`config.mk`:
```
export PLATFORM = sky130hd
export DESIGN_NAME = division_sub
export DESIGN_NICKNAME = d
export VERILOG_FILES = /design/src/rtl/division_sub_pkg.sv /design/src/rtl/division_sub_subtractor.sv /design/src/rtl/division_sub.sv
export SDC_FILE = /design/constraint.sdc
export NUM_CORES = 1
export LEC_CHECK = 0
export CAP_MARGIN = 25
export CORE_ASPECT_RATIO = 1.4
export CORE_UTILIZATION = 35
export CTS_CLUSTER_DIAMETER = 100
export CTS_CLUSTER_SIZE = 40
export DETAILED_ROUTE_END_ITERATION = 10
export PLACE_DENSITY = 0.65
export SLEW_MARGIN = 25
export SYNTH_ARGS = -nofsm -noshare
export SYNTH_HDL_FRONTEND = slang
export SYNTH_SLANG_ARGS = --single-unit
export TNS_END_PERCENT = 1
```
`constraint.sdc`:
```
create_clock -name clk -period 2.5 [get_ports clk]
set_clock_uncertainty 0.2 [all_clocks]
set_input_delay 0.75 -clock clk [delete_from_list [all_inputs] [get_ports clk]]
set_output_delay 0.75 -clock clk [all_outputs]
set_load 0.005 [all_outputs]
```
`src/rtl/division_sub_pkg.sv`:
```
// division_sub_pkg: shared FSM state encoding and default operand width for the repeated-subtraction divider.
// Contents:
//   WIDTH_DEF - default operand/quotient/remainder width
//   state_t   - control FSM states (IDLE, LOAD_D, RUN, DONE)
package division_sub_pkg;
  localparam int WIDTH_DEF = 15;
  typedef enum logic [1:0] {IDLE, LOAD_D, RUN, DONE} state_t;
endpackage

```
`src/rtl/division_sub_subtractor.sv`:
```
// subtractor: combinational a-b with an unsigned a>=b flag, the divider's datapath ALU.
// Ports:
//   a, b  - unsigned WIDTH-bit operands
//   diff  - a - b (only meaningful when ge=1)
//   ge    - 1 when a >= b (unsigned)
module subtractor #(
  parameter int WIDTH = 15
) (
  input  logic [WIDTH-1:0] a,
  input  logic [WIDTH-1:0] b,
  output logic [WIDTH-1:0] diff,
  output logic             ge
);
  assign diff = a - b;
  assign ge   = a >= b;
endmodule

```
`src/rtl/division_sub.sv`:
```
// division_sub: sequential unsigned divider by repeated subtraction with a registered datapath and two-process FSM.
// Ports:
//   clk       - rising-edge clock
//   rst       - asynchronous active-low reset
//   start     - request, accepted only while ready=1
//   data_in   - dividend on the accept edge, divisor on the following edge
//   ready     - high in IDLE
//   done      - one-cycle result-valid pulse
//   quotient  - registered quotient
//   remainder - registered remainder
//   div_zero  - registered divide-by-zero flag
module division_sub
  import division_sub_pkg::*;
#(
  parameter int WIDTH = WIDTH_DEF
) (
  input  logic             clk,
  input  logic             rst,
  input  logic             start,
  input  logic [WIDTH-1:0] data_in,
  output logic             ready,
  output logic             done,
  output logic [WIDTH-1:0] quotient,
  output logic [WIDTH-1:0] remainder,
  output logic             div_zero
);
  state_t           state, state_nx;
  logic [WIDTH-1:0] r, d, q, diff;
  logic             ge, dz;
  logic             load_r, clr, load_d, dec, set_dz;

  subtractor #(.WIDTH(WIDTH)) u_sub (
    .a   (r),
    .b   (d),
    .diff(diff),
    .ge  (ge)
  );

  // Control: strobes for the R/D/Q registers; clr and load_r fire together on accept.
  always_comb begin
    state_nx = state;
    load_r   = 1'b0;
    clr      = 1'b0;
    load_d   = 1'b0;
    dec      = 1'b0;
    set_dz   = 1'b0;
    case (state)
      IDLE: begin
        load_r   = start;
        clr      = start;
        state_nx = start ? LOAD_D : IDLE;
      end
      LOAD_D: begin
        load_d   = 1'b1;
        set_dz   = data_in == '0;
        state_nx = (data_in == '0) ? DONE : RUN;
      end
      RUN: begin
        dec      = ge;
        state_nx = ge ? RUN : DONE;
      end
      DONE:    state_nx = IDLE;
      default: state_nx = IDLE;
    endcase
  end

  always_ff @(posedge clk or negedge rst) begin
    if (!rst) begin
      state <= IDLE;
      r     <= '0;
      d     <= '0;
      q     <= '0;
      dz    <= 1'b0;
    end else begin
      state <= state_nx;
      if (load_r) r <= data_in;
      else if (dec) r <= diff;
      if (clr) q <= '0;
      else if (dec) q <= q + 1'b1;
      if (load_d) d <= data_in;
      if (clr) dz <= 1'b0;
      else if (set_dz) dz <= 1'b1;
    end
  end

  assign ready     = state == IDLE;
  assign done      = state == DONE;
  assign quotient  = q;
  assign remainder = r;
  assign div_zero  = dz;
endmodule

```
Yosys cells after proc, flatten, opt, wreduce, memory -nomap -nowiden
Cells that the tools add are included.
{"block": "word_totals", "out_inout_bits": 33, "word_cells": 29, "regBits": 48}
{"block": "op_classes", "reduce_logical": 4, "n_lt_le_gt_ge": 1, "eq_ne": 3, "n_addsub": 2, "mux": 14}
{"operator": "2-to-1 mux 15 bit", "count": 4}
{"operator": "adder 15 x 1 -> 15 bit (second input constant)", "count": 1}
{"operator": ">= comparator 15 bit", "count": 1}
{"operator": "logical NOT 15 bit", "count": 1}
{"operator": "subtractor 15 bit", "count": 1}
{"operator": "2-to-1 mux 1 bit", "count": 9}
{"operator": "one-hot mux 2 bit (4 select lines)", "count": 1}
{"operator": "equality test 2 bit (second input constant)", "count": 2}
{"operator": "nonzero test 2 bit", "count": 2}
{"operator": "equality test 2 x 1 -> 1 bit (second input constant)", "count": 1}
{"operator": "logical NOT 2 bit", "count": 1}

Logic depth before layout (Yosys ltp)
{"block": "depth", "depth_word": 4, "mapped_depth": 11}

Modules after synthesis
From an unflattened synthesis, not the netlist that was laid out.
{"block": "unflattened", "cells_unflattened": 305, "area_unflattened_um2": 2966.6}
{"mod": "division_sub", "area_each_um2": 2199.6, "cells_per_inst": 198, "n_inst": 1, "seq_area_each_um2": 1201.2}
{"mod": "subtractor", "area_each_um2": 767.0, "cells_per_inst": 107, "n_inst": 1, "seq_area_each_um2": 0.0}

Worst setup path after synthesis
Ideal clock, no wire load.
{"block": "synth_timing", "path_type": "reg-to-reg", "startpoint": "reg r[0] (netlist: remainder[0])", "endpoint": "reg r[12] (netlist: remainder[12])", "path_buffers": 0, "t_required_ns": 2.159, "slack_ns": 0.018, "arrival_ns": 2.141, "path_stages_with_launch": 11, "path_cell_list": "dfrtp_1 inv_1 ha_1 inv_1 fa_1 a21o_1 a221oi_1 o211ai_1 a31o_2 nand4_1 a31oi_1"}
{"block": "synth_between", "elab_chain_cells": 3, "elab_cells_between_ends": 6, "cone_classes": "add/sub: 1; order compare: 1; mux: 3; reduce/logical: 1"}
{"element": "start, declared", "line_no": "division_sub.sv:28", "rtl": "logic [WIDTH-1:0] r, d, q, diff;"}
{"element": "start signal, assigned", "line_no": "division_sub.sv:76", "rtl": "if (load_r) r <= data_in;"}
{"element": "start signal, assigned", "line_no": "division_sub.sv:77", "rtl": "else if (dec) r <= diff;"}
{"element": "subtractor 15 bit / >= comparator 15 bit (equally long branches)", "line_no": "division_sub_subtractor.sv:14, division_sub_subtractor.sv:15"}
{"element": "2-to-1 mux 15 bit / 2-to-1 mux 1 bit (equally long branches)", "line_no": "division_sub.sv:77, division_sub.sv:47"}
{"element": "2-to-1 mux 15 bit / nonzero test 2 bit (equally long branches)"}
Several ways; a longest one is shown, not always the timed one. The select of a mux whose other input is x is not followed.
A chain may end at the register's enable or synchronous reset.

Worst setup path after layout
{"block": "layout_timing", "startpoint": "reg r[2] (netlist: remainder[2])", "endpoint": "reg r[13] (netlist: remainder[13])"}
Same word-level chain as after synthesis.

==> results_dict.tcl <==
set metrics [dict create \
    slew_headroom_pct 55.7 \
    cts_root_buf "clkbuf_16" \
    grt_util_all_layers_pct 20.4 \
    synth_enable_flop_cells 0 \
    worstPathArrival_ns 2.58 \
    cts_buffer_depth 2 \
    startpoint_type "register" \
    n_antenna_cell 0 \
    cts_buffers 5 \
    cts-hold-fix-buffers 0 \
    wl_per_cell_um 16.5 \
    setup_violations 2 \
    cts_tree "done" \
    worstMarginPinSlew_ns 0.665 \
    row_count 40 \
    crit_required_ns 2.51 \
    yosysUniqueCellTypes 56 \
    cp_top_family "simple AND/OR/NAND/NOR gates" \
    slew_violations 0 \
    path_clk_slew_ns 0.07 \
    power_w 0.00718 \
    fin_util_pct 51.1 \
    place_area_um2 4160 \
    die_y_um 115 \
    crit_fanout 4 \
    grt_first_pass_wirelength_um 15600 \
    violations "negative setup slack" \
    min_path_type "in2async" \
    clock_latency_ns 0.30 \
    ys_top_cells_by_area "dfrtp_1, ha_1, nand2_1" \
    cts_setup_buffers 0 \
    nFillCells 852 \
    slowest_delay_ns 0.51 \
    p_per_area_nw_per_um2 1610 \
    syn-num-nets 403 \
    setup.worst_path.end_class "register" \
    wl_um 9260 \
    synthTopCellsByCount "dfrtp_1, nand2_1, o21ai_0" \
    viasPerCell 5.55 \
    initial_core_util_pct 36.8 \
    crit_type "reg2reg" \
    pre_cts_ws_ns -0.203 \
    dieArea_um2 9540 \
    yosysMostFrequentCell "dfrtp_1" \
    yosysWarnings 0 \
    yosysSeqAreaShare_pct 37.5 \
    rsz0062_at_grt "yes" \
    finalSetupTns_ns -0.0952 \
    final_area_um2 4450 \
    ant_nets 0 \
    period_needed_ns 2.57 \
    area_growth_syn_to_layout_pct 39.2 \
    synth_seq_cells 48 \
    finalHoldViolCount 0 \
    worst_slack_ns -0.0659 \
    place_congestion 0.913 \
    first_iter_violations 142 \
    die_x_um 82.8 \
    syn_area_um2 3200 \
    synth_area_leader_cell "dfrtp_1" \
    synth_cells 364 \
    coreArea_um2 8710 \
    crit_chain "ha_1 -> nand3b_1 -> a2111oi_4 -> a211oi_2 -> mux2i_1 -> or4_1 -> a31oi_1" \
    fin_nets 494 \
    cts.sinks 48 \
    antenna_found_initial 0 \
    drtPass1Iterations 4 \
    outcome "finished, violations left" \
    grt-ovfl-total 0 \
    ys.flop_type "dfrtp_1" \
    fin_crit_sh_pct 103 \
    io_pins 51 \
    critPathBufInv 0 \
    grt_max_degree 30 \
    leakage_nw 1.94 \
    drc 0 \
    drive_gt1_share_pct 21.1 \
    port_buffers 50 \
    async_flop_share_pct 100 \
    drv_cap 0 \
    yosys.area.top_type_share_pct 37.5 \
    post_synth.cell_area_avg_um2 8.79 \
    grt_pass1_vias 3204 \
    dpl.hpwl_um 6870 \
    fmax_ghz 0.390 \
    vias 3115 \
    irDropWorstVdd_v 0.000909 \
    critPathSlowestCell "or4_1" \
    h-tree-depth 2 \
]
[state kept, by name, summed over array words and instances (netlist names)]
name,flops
remainder,15
d,15
quotient,15
state,2
div_zero,1
[through the flow]
step                      hold WS [ns]  std cells
after CTS                        0.302        561
final                            0.277        561
after global routing             0.308        561
after detailed placement         0.287        553
after global placement           0.284        553
after floorplan                  0.254        364
[logic make-up after synthesis]
family / synth area share [%]
mux: 2.85
buf+inv: 5.63
compound gates: 22.2
flops: 37.5
xor+xnor: 2.46
simple gates: 20.8
fa+ha+maj: 8.44
[area by class of cell]
type,instances,area (µm²),share of cell area [%]
multi-input combinational,272,1940,43.5
sequential,48,1200,27.0
timing repair buffer,106,932,20.9
tap,105,131,2.95
clock buffer,5,125,2.81
inverter,22,82.6,1.85
clock inverter,3,46.3,1.04
[power breakdown]
| part | leakage (nW) | total, W | internal, W | switching [W] |
|---|---|---|---|---|
| clock network | 0.0804 | 0.000801 | 0.000476 | 0.000325 |
| registers | 0.611 | 0.00123 | 0.00106 | 0.000166 |
| logic | 1.25 | 0.00515 | 0.00245 | 0.00270 |
| total | 1.94 | 0.00718 | 0.00399 | 0.00319 |
[path summary, 6_finish.rpt]
check	to	cells after the start	from	slack [ns]
max	remainder[13]	7	remainder[2]	-0.07
min	d[3]	1	rst	0.28
max reg2reg	remainder[13]	7	remainder[2]	-0.07
min reg2reg	div_zero	1	div_zero	0.30
max in group asynchronous	quotient[10]	2	rst	1.18
min in group clk	div_zero	1	div_zero	0.30
[cells in the final DEF, fill, tap and decap left out, drive strengths merged, types with 7 or more instances in the layout]
cell | synthesis | routed
buf | 8 | 57
clkdlybuf4s50 | 0 | 49
dfrtp | 48 | 48
nand2 | 47 | 47
o21ai | 29 | 29
inv | 22 | 23
ha | 20 | 20
a21oi | 17 | 17
nand4 | 16 | 16
o211ai | 14 | 14
nor2 | 14 | 14
nand2b | 13 | 13
nand3 | 10 | 10
a31oi | 9 | 9
mux2i | 8 | 8
xnor2 | 7 | 7
[layer usage]
| layer | vias to the layer above | track usage [%] | share of wire, % |
|---|---|---|---|
| met2 | 60 | 36.5 | 52 |
| met4 | 0 | 8.62 | 3.1 |
| met3 | 15 | 3.45 | 3.4 |
| met5 | - | 0 | 0 |
| met1 | 1525 | 24.2 | 41 |
| li1 | 1515 | - | - |
[worst reg2reg max path, stage by stage (launching register included)]
cell       delay [ns]
dfrtp_1          0.39
ha_1             0.38
nand3b_1         0.21
a2111oi_4        0.37
a211oi_2         0.10
mux2i_1          0.13
or4_1            0.51
a31oi_1          0.20
[what timing repair did]
action	4_1_cts	5_1_grt
gates resized for setup	8	11
pin swaps	3	0
setup endpoints to repair	15	23
(Power assumes the default switching activity.)
